## src/rtl/ib_mul_seq.sv

```systemverilog
// Sequencer for an external 8x8 serial multiplier with a result FIFO and busy timeout.
// Optional running product accumulator when IB_MUL_SEQ_ACC_EN is defined.
module ib_mul_seq #(
    parameter int FIFO_DEPTH = 4,
    parameter int TIMEOUT    = 31
) (
    input  logic        i_clk,
    input  logic        i_rst,
    input  logic        i_valid,
    output logic        o_ready,
    input  logic [7:0]  i_a,
    input  logic [7:0]  i_b,
    output logic        o_mul_start,
    output logic [7:0]  o_mul_a,
    output logic [7:0]  o_mul_b,
    input  logic [15:0] i_mul_c,
    input  logic        i_mul_done,
    output logic        o_valid,
    input  logic        i_ready,
    output logic [15:0] o_c,
    output logic        o_err
`ifdef IB_MUL_SEQ_ACC_EN
    ,
    input  logic        i_acc_clr,
    output logic [23:0] o_acc
`endif
);
    localparam int AW = (FIFO_DEPTH > 1) ? $clog2(FIFO_DEPTH) : 1;
    localparam int CW = $clog2(FIFO_DEPTH + 1);
    localparam int TW = $clog2(TIMEOUT + 1);

    typedef enum logic [1:0] {S_IDLE, S_START, S_BUSY} state_t;

    state_t        state;
    logic [TW-1:0] tmo_cnt;
    logic [15:0]   mem [FIFO_DEPTH];
    logic [AW-1:0] wr_ptr;
    logic [AW-1:0] rd_ptr;
    logic [CW-1:0] count;
    logic          push;
    logic          pop;

    // Only one operation is ever in flight, so a push cannot meet a full FIFO.
    assign push    = (state == S_BUSY) && i_mul_done;
    assign pop     = o_valid && i_ready;
    assign o_valid = (count != '0);
    assign o_ready = (state == S_IDLE) && (count < CW'(FIFO_DEPTH));
    assign o_c     = o_valid ? mem[rd_ptr] : '0;

    always_ff @(posedge i_clk) begin
        if (i_rst) begin
            state       <= S_IDLE;
            o_mul_start <= 1'b0;
            o_mul_a     <= '0;
            o_mul_b     <= '0;
            o_err       <= 1'b0;
            tmo_cnt     <= '0;
        end else begin
            case (state)
                S_IDLE: begin
                    if (i_valid && o_ready) begin
                        o_mul_a     <= i_a;
                        o_mul_b     <= i_b;
                        o_mul_start <= 1'b1;
                        state       <= S_START;
                    end
                end
                S_START: begin
                    o_mul_start <= 1'b0;
                    tmo_cnt     <= '0;
                    state       <= S_BUSY;
                end
                S_BUSY: begin
                    if (i_mul_done) begin
                        state <= S_IDLE;
                    end else begin
                        tmo_cnt <= tmo_cnt + 1'b1;
                        // Abort once the counter would reach TIMEOUT; o_err is sticky.
                        if (tmo_cnt == TW'(TIMEOUT - 1)) begin
                            o_err <= 1'b1;
                            state <= S_IDLE;
                        end
                    end
                end
                default: state <= S_IDLE;
            endcase
        end
    end

    always_ff @(posedge i_clk) begin
        if (i_rst) begin
            wr_ptr <= '0;
            rd_ptr <= '0;
            count  <= '0;
        end else begin
            if (push) wr_ptr <= wr_ptr + 1'b1;
            if (pop)  rd_ptr <= rd_ptr + 1'b1;
            case ({push, pop})
                2'b10:   count <= count + 1'b1;
                2'b01:   count <= count - 1'b1;
                default: count <= count;
            endcase
        end
    end

    always_ff @(posedge i_clk) begin
        if (push) mem[wr_ptr] <= i_mul_c;
    end

`ifdef IB_MUL_SEQ_ACC_EN
    always_ff @(posedge i_clk) begin
        if (i_rst || i_acc_clr) o_acc <= '0;
        else if (push)          o_acc <= o_acc + {8'b0, i_mul_c};
    end
`endif

endmodule

```

## config.mk

```make
export PLATFORM = sky130hd
export DESIGN_NAME = ib_mul_seq
export DESIGN_NICKNAME = d
export VERILOG_FILES = /design/src/rtl/ib_mul_seq.sv
export SDC_FILE = /design/constraint.sdc
export NUM_CORES = 1
export LEC_CHECK = 0
export ABC_AREA = 1
export CAP_MARGIN = 20
export CORE_MARGIN = 5
export CORE_UTILIZATION = 40
export CTS_BUF_LIST = sky130_fd_sc_hd__clkbuf_8 sky130_fd_sc_hd__clkbuf_16
export DETAILED_ROUTE_END_ITERATION = 10
export PLACE_DENSITY = 0.65
export SETUP_SLACK_MARGIN = 0.5
export SLEW_MARGIN = 20
export SYNTH_ARGS = -nofsm -noshare
export SYNTH_HDL_FRONTEND = slang
export SYNTH_SLANG_ARGS = --single-unit
```

## constraint.sdc

```tcl
create_clock -name i_clk -period 2.1 [get_ports i_clk]
set_input_delay 0.42 -clock i_clk [delete_from_list [all_inputs] [get_ports i_clk]]
set_output_delay 0.42 -clock i_clk [all_outputs]
set_load 0.01 [all_outputs]
```

==> results of run 1 <==
metal layers:
| metal | track usage (%) | vias up | routed length, µm |
|---|---|---|---|
| li1 | - | 1554 | - |
| met1 | 16.0 | 1427 | 3770 |
| met2 | 25.2 | 105 | 4570 |
| met3 | 5.73 | 9 | 738 |
| met4 | 5.25 | 0 | 92 |
| met5 | 0 | - | 0 |
cells in the final DEF, fill, tap and decap left out, types with 4 or more instances in the layout:
cell type / instances
sky130_fd_sc_hd__ha_1: 6
sky130_fd_sc_hd__o21ai_0: 17
sky130_fd_sc_hd__buf_12: 7
sky130_fd_sc_hd__nand2_1: 53
sky130_fd_sc_hd__o21ai_1: 17
sky130_fd_sc_hd__a21oi_1: 13
sky130_fd_sc_hd__inv_2: 4
sky130_fd_sc_hd__buf_6: 13
sky130_fd_sc_hd__buf_4: 11
sky130_fd_sc_hd__edfxtp_1: 64
sky130_fd_sc_hd__dfxtp_1: 28
sky130_fd_sc_hd__nor2_1: 111
sky130_fd_sc_hd__nor2_2: 5
sky130_fd_sc_hd__buf_2: 16
sky130_fd_sc_hd__nor2_4: 4
sky130_fd_sc_hd__inv_1: 37
sky130_fd_sc_hd__dlygate4sd2_1: 18
sky130_fd_sc_hd__clkdlybuf4s50_1: 35
sky130_fd_sc_hd__inv_4: 4
sky130_fd_sc_hd__dfxtp_2: 4
sky130_fd_sc_hd__clkbuf_8: 9
sky130_fd_sc_hd__nand3_1: 8
sky130_fd_sc_hd__a21oi_2: 13
power by group through the flow:
stage                     clock, µW  combinational (µW)  sequential, µW
after floorplan                   0                 716            2240
after global placement            0                1340            2230
after detailed placement          0                1370            2230
after CTS                      1100                1590            2200
after global routing           1180                1880            2220
final                          1060                1720            2210
cell type report:
| cell class | instances | area, µm² | area share, % |
|---|---|---|---|
| flip-flops and latches | 98 | 2620 | 47.7 |
| well taps | 133 | 166 | 3.04 |
| multi-input cells | 260 | 1340 | 24.4 |
| inverters | 46 | 186 | 3.40 |
| clock inverters | 7 | 43.8 | 0.799 |
| clock buffers | 9 | 124 | 2.26 |
| repair buffers | 103 | 1010 | 18.4 |
cells in the mapped netlist (all sizes together), types with 3 or more instances:
master,number,area (µm²)
nor2,120,458
a21oi,27,135
clkbuf,3,15.0
nand2,57,214
o21ai,36,180
inv,46,173
ha,7,87.6
dfxtp,34,681
edfxtp,64,1920
nand3,9,45.0
buf,14,110
through the flow:
step           instance area [µm²]  cells
6_report                      5480    656
3_5_place_dp                  5060    628
4_1_cts                       5330    653
3_3_place_gp                  5060    628
2_1_floorplan                 4110    421
5_1_grt                       5480    656
flip-flops by register name, summed over array words and instances, names as in the netlist, 2 cells and up, named ones only:
signal / cells
rd_ptr: 2
count: 3
wr_ptr: 2
state: 2
o_mul_b: 8
mem: 64
tmo_cnt: 5
o_mul_a: 8
critical path, stage by stage (launching register included):
cell,delay [ns]
sky130_fd_sc_hd__dfxtp_2,0.35
sky130_fd_sc_hd__inv_2,0.05
sky130_fd_sc_hd__nand2_4,0.08
sky130_fd_sc_hd__clkinvlp_4,0.13
sky130_fd_sc_hd__buf_12,0.15
sky130_fd_sc_hd__buf_12,0.13
sky130_fd_sc_hd__a21oi_2,0.11
sky130_fd_sc_hd__buf_2,0.15
how the worst min path moves through the flow:
stage / endpoint / cells after the start / slack, ns / start
2_1_floorplan: flip-flop / 2 / 0.47 / rd_ptr[1]
3_3_place_gp: o_err / 2 / 0.44 / o_err
3_5_place_dp: o_err / 2 / 0.45 / o_err
4_1_cts: o_err / 2 / 0.46 / o_err
5_1_grt: o_err / 2 / 0.47 / o_err
6_report: o_err / 2 / 0.46 / o_err
kinds of logic (layout without fill, tap and decap cells):
logic type      after synthesis  count (layout)
flops                        98              98
compound gates               64              64
buf+inv                      63             165
simple gates                188             188
fa+ha+maj                     8               8
timing repair:
action / in CTS / in global routing
pin swaps: 6 / 6
endpoints found under the hold margin: 0 / 0
setup buffers: 9 / 1
setup endpoints to repair: 78 / 84
gates resized for setup: 132 / 44
cloned: 0 / 2
==> results.txt, run 1 <==
----------------------------------------------------
[Power and ir drop]
  Leakage power ... about 0.0022 µW
  Overall power ... between 4000 and 5000 µW
  Share of total power in sequential cells ... between 40 and 50%
  Internal power ... 3400 µW
  Clock Power Share ... around a fifth
  Power density over the cells ... 910 nW/µm²
  Net Switching ... 1590 µW
  Part of the total power dissipated in combinational logic ... approximately a third
  Maximum resistive drop on vdd ... between 0.0003 and 0.0004 V
  Switching Share ... between 30% and 40%

[Critical path]
  Worst flop-to-flop path endpoint ... count[2]
  Reg2reg setup slack ... ~0.32 ns
  Critical Path RT ... 1.68 ns
  R2r worst-path depth ... 15
  Kind of critical path ... flip-flop to output pin
  Crit path launch type ... flip-flop
  Endpoint arrival time on the critical path ... about 1.5 ns
  Critical path startpoint ... count[1]
  Launching point of the worst reg2reg path ... count[1]
  Crit path max fanout ... 5
  Destination of the critical timing path ... o_c[5]
  Endpoint type of the worst setup path ... output pin

[Outcome]
  Result of the run ... finished, final reports clean

[Timing]
  Number of max-slew violations in the final report ... 0
  Hold Violations, Final ... 0
  Setup violation total in the final timing report ... 0
  Setup repair after global routing missed its margin ... true
  Actual slew at the worst max-slew pin ... approximately 0.45 ns
  Share of the cycle needed by the critical path after routing ... 90.9%
  Final setup TNS ... 0 ns
  Highest clock rate ... 524 MHz
  Worst setup slack after layout ... roughly 0.19 ns
  Worst relative slew slack ... a little over two thirds
  Setup skew after layout ... between 0.01 and 0.015 ns
  Minimum clock period ... between 1.5 and 2 ns
  Final hold slack ... 0.456 ns

[Yosys]
  Number of enable-type register cells in the synthesized netlist ... between 60 and 70
  Synth Cell Area ... 4070 µm²
  Post-synthesis share of cell area spent on xor and xnor gates ... 0%
  Portion of the post-synthesis area used by sequential elements ... 63.9%
  Multiplexer area fraction after synthesis ... 0%
  Total nets after synthesis ... about 470
  Simple-gate area share of the yosys netlist ... a little under a fifth
  Syn Inst Count ... between 400 and 500
  Synthesized-area fraction occupied by ao, oa, aoi and oai cells ... around 7.9%
  Synthesized area divided by synthesized cell count ... 9.68 µm²
  Main combinational cell family by area after synthesis ... simple AND/OR/NAND/NOR gates
  Flops & latches, synth ... 98
  Count of different cell masters after synthesis ... 20
  Commonest register cell after synthesis ... sky130_fd_sc_hd__edfxtp_1
  Total of warnings raised by yosys ... 0
  Adder-cell area share of the yosys netlist ... ~2.6%
  Synth async-reset ratio ... 0%

[Clock tree]
  TritonCTS clock tree ... yes
  Post-cts hold buffer count ... 0
  TritonCTS buffer count ... 9
  Clock root buffer ... sky130_fd_sc_hd__clkbuf_8
  Source-to-sink clock delay at the later pin of the worst-skew pair ... between 0.3 and 0.4 ns
  Clock transition at path regs ... 0.09 ns
  Worst-case clock buffer depth ... 2
  Total number of clock tree sinks ... 98
  H-tree depth ... 3

[Place]
  Number of buffer cells added on primary ports ... slightly above 70
  Final GP Congestion ... approximately 0.76
  DP Wirelength ... ~6.0 mm
  Worst slack after detailed placement ... -0.0321 ns

[Floorplan]
  I/O Pins ... 73
  Initial cell density of the core ... between 40 and 50%
  Vertical extent of the die ... around 110 µm
  Die footprint ... approximately 12000 µm²
  Floorplan core area ... approximately 9900 µm²
  # rows ... 36
  Width of the die ... 111 µm

[GRT]
  Maximum number of pins on one net before global-route repair ... 35
  Initial antenna violation count ... 0
  Global-route wire length before repair ... around 14 mm
  Vias in the first global route ... 3078
  Sum of overflow across all layers after global routing ... 0
  GRT Overall Usage ... 14.5%

[Routing]
  Remaining routing DRC violations ... 0
  Total iterations of the first detailed-routing run ... 4
  WL final ... between 9 and 10 mm
  Via total after detailed routing ... approximately 3100
  Post-DR vias/cell ... around 4.7
  Detailed router's first-iteration violation count ... approximately 150
  Avg WL per Cell ... approximately 14 µm
  Number of nets still failing antenna checks after routing ... 0

[Finish]
  Util after Layout ... 55.6%
  NumNets Final ... between 500 and 600
  Antenna diode count ... 0
  Area added between synthesis and finish ... 34.6%
  Fillers ... 846
  Share of cells above drive strength 1 ... a little over a fifth

[Worst hold path]
  Hold Path Class ... flip-flop to flip-flop

[Job]
  Maximum capacitance violations ... 0

----------------------------------------------------
Power figures use the tool's default switching activity.
==> inputs of run 2 (changes only) <==
==> constraint.sdc (replaced) <==
create_clock -name i_clk -period 2.25 [get_ports i_clk]
set_input_delay 0.45 -clock i_clk [delete_from_list [all_inputs] [get_ports i_clk]]
set_output_delay 0.45 -clock i_clk [all_outputs]
set_load 0.01 [all_outputs]
==> run 2 against run 1 <==
  * Sequential power is 7% lower
  * Largest cell class unchanged
  * Critical endpoint unchanged
  * Global-route usage is 0.75 points higher
  * Largest power group unchanged
  * Non-clock buffer count stayed put
==> results.txt, run 2 (same netlist as run 1, synthesis figures left out) <==
----------------------------------------------------
[Floorplan]
  Vertical extent of the die ... 111 µm (unchanged)
  Initial cell density of the core ... 41.3% (unchanged)
  Die footprint ... 12300 µm² (unchanged)
  Width of the die ... 111 µm (unchanged)
  Floorplan core area ... 9860 µm² (unchanged)
  # rows ... 36 (unchanged)
  I/O Pins ... 73 (unchanged)

[Timing]
  Worst relative slew slack ... 69.3% (-0.50 points)
  Worst setup slack after layout ... 0.244 ns (+0.0525 ns)
  Setup skew after layout ... 0.0155 ns (+0.00476 ns)
  Final setup TNS ... 0 ns (unchanged)
  Minimum clock period ... approximately 2 ns
  Setup violation total in the final timing report ... 0 (unchanged)
  Setup repair after global routing missed its margin ... true
  Highest clock rate ... roughly 500 MHz
  Number of max-slew violations in the final report ... 0 (unchanged)
  Hold Violations, Final ... 0 (unchanged)
  Actual slew at the worst max-slew pin ... 0.460 ns (+0.00749 ns)
  Share of the cycle needed by the critical path after routing ... between 80% and 90%

[Critical path]
  Endpoint arrival time on the critical path ... 1.56 ns (+0.07 ns)
  Critical Path RT ... 1.80 ns (+0.12 ns)
  Crit path max fanout ... 5 (unchanged)
  Endpoint type of the worst setup path ... output pin
  Kind of critical path ... flip-flop to output pin
  Crit path launch type ... flip-flop

[Worst hold path]
  Hold Path Class ... flip-flop to flip-flop

[Power and ir drop]
  Maximum resistive drop on vdd ... 0.000446 V (+30%)
  Power density over the cells ... 854 nW/µm² (-6.2%)
  Leakage power ... 0.00228 µW (+3.5%)
  Overall power ... 4650 µW (-6.9%)

[Clock tree]
  Clock root buffer ... sky130_fd_sc_hd__clkbuf_8
  Source-to-sink clock delay at the later pin of the worst-skew pair ... 0.36 ns (about the same)
  Post-cts hold buffer count ... 0 (unchanged)
  Total number of clock tree sinks ... 98 (unchanged)
  Worst-case clock buffer depth ... 2 (unchanged)
  TritonCTS clock tree ... yes
  TritonCTS buffer count ... 9 (unchanged)
  H-tree depth ... 3 (unchanged)
  Clock transition at path regs ... 0.10 ns (about the same)

[Finish]
  Area added between synthesis and finish ... 33.6%
  Most frequent standard cell in the layout excluding fill and tap cells ... sky130_fd_sc_hd__nor2_1
  Count of placed standard cells in the final layout, fillers left out ... 656 (unchanged)
  Util after Layout ... 55.2% (-0.41 points)
  Reg with most FFs ... mem
  Top Registers ... mem: 64 flops, o_mul_a: 8 flops, o_mul_b: 8 flops
  Antenna diode count ... 0 (unchanged)
  Commonest cells after routing, fill and taps aside ... 113 x sky130_fd_sc_hd__nor2_1, 64 x sky130_fd_sc_hd__edfxtp_1, 53 x sky130_fd_sc_hd__nand2_1
  Share of cells above drive strength 1 ... 18.7% (-2.9 points)
  Fillers ... 847 (+0.12%)
  Max FFs per register ... 64 (unchanged)
  NumNets Final ... 563 (unchanged)

[GRT]
  Initial antenna violation count ... 0 (unchanged)
  Global-route wire length before repair ... 15.1 mm (+4.6%)
  GRT Overall Usage ... 15.2% (+0.75 points)
  Vias in the first global route ... 3134 (+1.8%)
  Sum of overflow across all layers after global routing ... 0 (unchanged)
  Maximum number of pins on one net before global-route repair ... 35 (unchanged)

[Routing]
  Total iterations of the first detailed-routing run ... 4 (unchanged)
  Detailed router's first-iteration violation count ... 106 (-28%)
  Via total after detailed routing ... 3047 (-1.6%)
  Highest metal used ... met4
  M1 wire length ... 3.90 mm (+3.4%)
  Avg WL per Cell ... 13.9 µm (-0.84%)
  Number of nets still failing antenna checks after routing ... 0 (unchanged)
  Met3 wire len ... 605 µm (-18%)
  Total length of routed met2 wires ... 4.42 mm (-3.3%)
  WL final ... 9.10 mm (-0.84%)
  Post-DR vias/cell ... 4.64 (-1.6%)
  Remaining routing DRC violations ... 0 (unchanged)

[Job]
  Maximum capacitance violations ... 0 (unchanged)

[Place]
  Worst slack after detailed placement ... 0.0734 ns (+0.105 ns)
  Final GP Congestion ... 0.760 (+0.46%)
  Number of buffer cells added on primary ports ... 72 (unchanged)
  Count of placed standard cells including taps ... 628 (unchanged)
  DP Wirelength ... 5.91 mm (-1.2%)

[Outcome]
  Result of the run ... finished, final reports clean

----------------------------------------------------
run 2: cell count changes in the layout (fill, tap and decap cells not counted), moves of 4 or more:
| cell | before | now |
|---|---|---|
| sky130_fd_sc_hd__o21ai_0 | 17 | 13 |
| sky130_fd_sc_hd__a21oi_2 | 13 | 2 |
| sky130_fd_sc_hd__buf_4 | 11 | 19 |
| sky130_fd_sc_hd__dlymetal6s2s_1 | 1 | 10 |
| sky130_fd_sc_hd__clkdlybuf4s50_1 | 35 | 44 |
| sky130_fd_sc_hd__a21oi_1 | 13 | 25 |
| sky130_fd_sc_hd__dlygate4sd2_1 | 18 | 0 |
| sky130_fd_sc_hd__buf_6 | 13 | 4 |
run 2: layer usage:
layer	global-route usage, %	up-vias
li1	-	1559
met2	26.4	76
met1	17.6	1398
met5	0	-
met4	4.60	0
met3	5.57	14
run 2: timing repair:
action                     4_1_cts  5_1_grt
pin swaps                       13       21
setup endpoints to repair       20       31
setup buffers                    6        2
gates resized for setup        111       39
gates cloned                     4        0
run 2: critical path: stages (launching register included):
cell and delay, ns:
sky130_fd_sc_hd__dfxtp_4 0.42, sky130_fd_sc_hd__buf_4 0.13, sky130_fd_sc_hd__buf_6 0.10, sky130_fd_sc_hd__nor2_1 0.04, sky130_fd_sc_hd__nor2_1 0.08, sky130_fd_sc_hd__o21ai_1 0.10, sky130_fd_sc_hd__a21oi_1 0.16, sky130_fd_sc_hd__buf_2 0.17
run 2: power breakdown:
part | switching (µW) | leakage [µW] | internal [µW]
clock | 634 | 0.0000848 | 421
sequential | 64.7 | 0.000858 | 2000
combinational | 793 | 0.00134 | 734
run 2: metrics by stage:
stage	hold WS [ns]	cell area (µm²)
after CTS	0.457	5370
after detailed placement	0.443	5020
final	0.454	5440
after floorplan	0.465	4070
after global placement	0.440	5020
after global routing	0.482	5440
run 2: final timing paths:
path	startpoint	endpoint	slack [ns]	cells past startpoint
setup / recovery	flip-flop	o_c[5]	0.24	7
hold / removal	o_err	o_err	0.45	2
setup reg to reg	count[0]	count[2]	0.50	15
hold reg to reg	o_err	o_err	0.45	2
run 2: cell type report:
cell class,instances,area [µm²],area share [%]
clock buffer,9,124,2.28
inverter,46,186,3.43
multi-input combinational,260,1270,23.3
sequential,98,2610,48.0
clock inverter,7,60.1,1.10
tap,133,166,3.06
timing repair buffer,103,1030,18.9
==> inputs of run 3 (changes only) <==
--- a/config.mk
+++ b/config.mk
@@ -11,6 +11,7 @@
 export CORE_UTILIZATION = 40
 export CTS_BUF_LIST = sky130_fd_sc_hd__clkbuf_8 sky130_fd_sc_hd__clkbuf_16
 export DETAILED_ROUTE_END_ITERATION = 10
+export GPL_TIMING_DRIVEN = 0
 export PLACE_DENSITY = 0.65
 export SETUP_SLACK_MARGIN = 0.5
 export SLEW_MARGIN = 20
==> run 3 against run 2 <==
  * Sequential cell count unchanged
  * Register-to-register slack better by 0.03 ns
  * Sequential share of layout area down 0.99 points
  * Clock power up 25%
  * Hold slack worse by 0.075 ns
  * Combinational power down 3%
  * Cell count up 0.15%
  * Non-clock buffer count up 1
==> results.txt, run 3 (same netlist as run 1, synthesis figures left out) <==
----------------------------------------------------
[Critical path]
  Crit path launch type ... flip-flop
  Critical Path RT ... 1.80 ns (about the same)
  Reg2reg setup slack ... 0.53 ns (+0.03 ns)
  Endpoint type of the worst setup path ... output pin
  Crit path max fanout ... 8 (+3)
  Kind of critical path ... flip-flop to output pin
  Endpoint arrival time on the critical path ... 1.56 ns (about the same)

[Job]
  Maximum capacitance violations ... 0 (unchanged)

[GRT]
  Maximum number of pins on one net before global-route repair ... 17 (-51%)
  Vias in the first global route ... 3014 (-3.8%)
  GRT Overall Usage ... 14.6% (-0.57 points)
  Initial antenna violation count ... 0 (unchanged)
  Sum of overflow across all layers after global routing ... 0 (unchanged)
  Global-route wire length before repair ... 14.6 mm (-3.5%)

[Floorplan]
  Width of the die ... 111 µm (unchanged)
  Die footprint ... 12300 µm² (unchanged)
  I/O Pins ... 73 (unchanged)
  # rows ... 36 (unchanged)
  Initial cell density of the core ... 41.3% (unchanged)
  Floorplan core area ... 9860 µm² (unchanged)
  Vertical extent of the die ... 111 µm (unchanged)

[Clock tree]
  Clock root buffer ... sky130_fd_sc_hd__clkbuf_8
  Worst-case clock buffer depth ... 2 (unchanged)
  H-tree depth ... 3 (unchanged)
  Post-cts hold buffer count ... 0 (unchanged)
  TritonCTS buffer count ... 9 (unchanged)
  Clock transition at path regs ... 0.09 ns (about the same)
  Source-to-sink clock delay at the later pin of the worst-skew pair ... 0.35 ns (about the same)
  TritonCTS clock tree ... yes
  Total number of clock tree sinks ... 98 (unchanged)

[Timing]
  Minimum clock period ... 2.01 ns (+0.00302 ns)
  Actual slew at the worst max-slew pin ... 0.451 ns (-0.00939 ns)
  Share of the cycle needed by the critical path after routing ... 89.3% (+0.13 points)
  Setup skew after layout ... 0.0143 ns (-0.00125 ns)
  Highest clock rate ... 498 MHz (-0.15%)
  Worst relative slew slack ... 69.9% (+0.65 points)
  Setup violation total in the final timing report ... 0 (unchanged)
  Number of max-slew violations in the final report ... 0 (unchanged)
  Hold Violations, Final ... 0 (unchanged)
  Setup repair after global routing missed its margin ... true

[Routing]
  Avg WL per Cell ... 13.9 µm (about the same)
  Remaining routing DRC violations ... 0 (unchanged)
  Total iterations of the first detailed-routing run ... 4 (unchanged)
  Via total after detailed routing ... 3028 (-0.62%)
  Number of nets still failing antenna checks after routing ... 0 (unchanged)
  Detailed router's first-iteration violation count ... 190 (+79%)
  WL final ... 9.11 mm (+0.12%)
  Post-DR vias/cell ... 4.61 (-0.77%)

[Place]
  Count of placed standard cells including taps ... 629 (+0.16%)
  Final GP Congestion ... 0.749 (-1.3%)
  DP Wirelength ... 6.18 mm (+4.6%)
  Number of buffer cells added on primary ports ... 71 (-1.4%)

[Finish]
  Max FFs per register ... 64 (unchanged)
  Count of placed standard cells in the final layout, fillers left out ... 657 (+0.15%)
  Antenna diode count ... 0 (unchanged)
  Util after Layout ... 56.2% (+1.1 points)
  NumNets Final ... 564 (+0.18%)
  Top Registers ... mem: 64 flops, o_mul_a: 8 flops, o_mul_b: 8 flops
  Commonest cells after routing, fill and taps aside ... 108 x sky130_fd_sc_hd__nor2_1, 64 x sky130_fd_sc_hd__edfxtp_1, 55 x sky130_fd_sc_hd__nand2_1
  Most frequent standard cell in the layout excluding fill and tap cells ... sky130_fd_sc_hd__nor2_1
  Area added between synthesis and finish ... 36.1%
  Share of cells above drive strength 1 ... 18.1% (-0.61 points)
  Reg with most FFs ... mem

[Outcome]
  Result of the run ... finished, final reports clean

[Power and ir drop]
  Leakage power ... 0.00234 µW (+2.5%)
  Power density over the cells ... 874 nW/µm² (+2.4%)
  Maximum resistive drop on vdd ... 0.000432 V (-3.3%)

[Worst hold path]
  Hold Path Class ... input port to flip-flop

----------------------------------------------------
==> run 3: timing repair <==
action                                  CTS  global route
resized for setup                       101            56
endpoints found under the setup margin   84            50
pin swaps                                 8            23
gates cloned                              0             3
setup buffers                             5             4
==> run 3: worst paths after layout <==
path	start	to	cells after the start
worst max register to register	count[1]	count[2]	13
worst max-delay path	flip-flop	o_c[11]	7
worst min register to register	o_err	o_err	2
worst min-delay path	i_rst	o_err	2
==> run 3: routing by layer <==
metal | GRT usage (%) | vias up | wire length [µm]
li1 | - | 1552 | -
met1 | 17.4 | 1373 | 3880
met2 | 25.1 | 98 | 4400
met3 | 6.66 | 5 | 788
met4 | 1.97 | 0 | 38
met5 | 0 | - | 0
==> run 3: cell type report <==
type / instances / area, µm²
fillers: 870 / 4320
flip-flops and latches: 98 / 2610
multi-input cells: 260 / 1270
repair buffers: 87 / 877
plain buffers: 17 / 194
inverters: 46 / 185
well taps: 133 / 166
clock buffers: 9 / 124
clock inverters: 7 / 118
==> run 3: per-stage QoR <==
stage               total power, µW  hold WS [ns]  cell area, µm²  setup TNS, ns  worst slack (ns)
floorplan                      2740         0.465            4070              0             0.376
global placement               3340         0.440            4950         -48.10            -0.781
detailed placement             3360         0.444            5010          -4.96            -0.170
CTS                            4730         0.367            5360              0             0.227
global route                   5130         0.368            5550              0             0.143
finish                         4850         0.379            5550              0             0.241
==> run 3: power breakdown <==
part | internal, µW | leakage [µW] | switching, µW | total (µW)
Sequential | 1990 | 0.000856 | 46.2 | 2040
Clock | 738 | 0.000117 | 582 | 1320
Combinational | 688 | 0.00136 | 799 | 1490
Total | 3420 | 0.00234 | 1430 | 4850
==> run 3: critical path, cell delays in order, from the launching register on <==
cell,delay (ns)
sky130_fd_sc_hd__dfxtp_2,0.35
sky130_fd_sc_hd__buf_12,0.15
sky130_fd_sc_hd__clkbuf_16,0.15
sky130_fd_sc_hd__nor2_1,0.04
sky130_fd_sc_hd__nor2_1,0.09
sky130_fd_sc_hd__o21ai_1,0.07
sky130_fd_sc_hd__a21oi_1,0.20
sky130_fd_sc_hd__buf_2,0.16
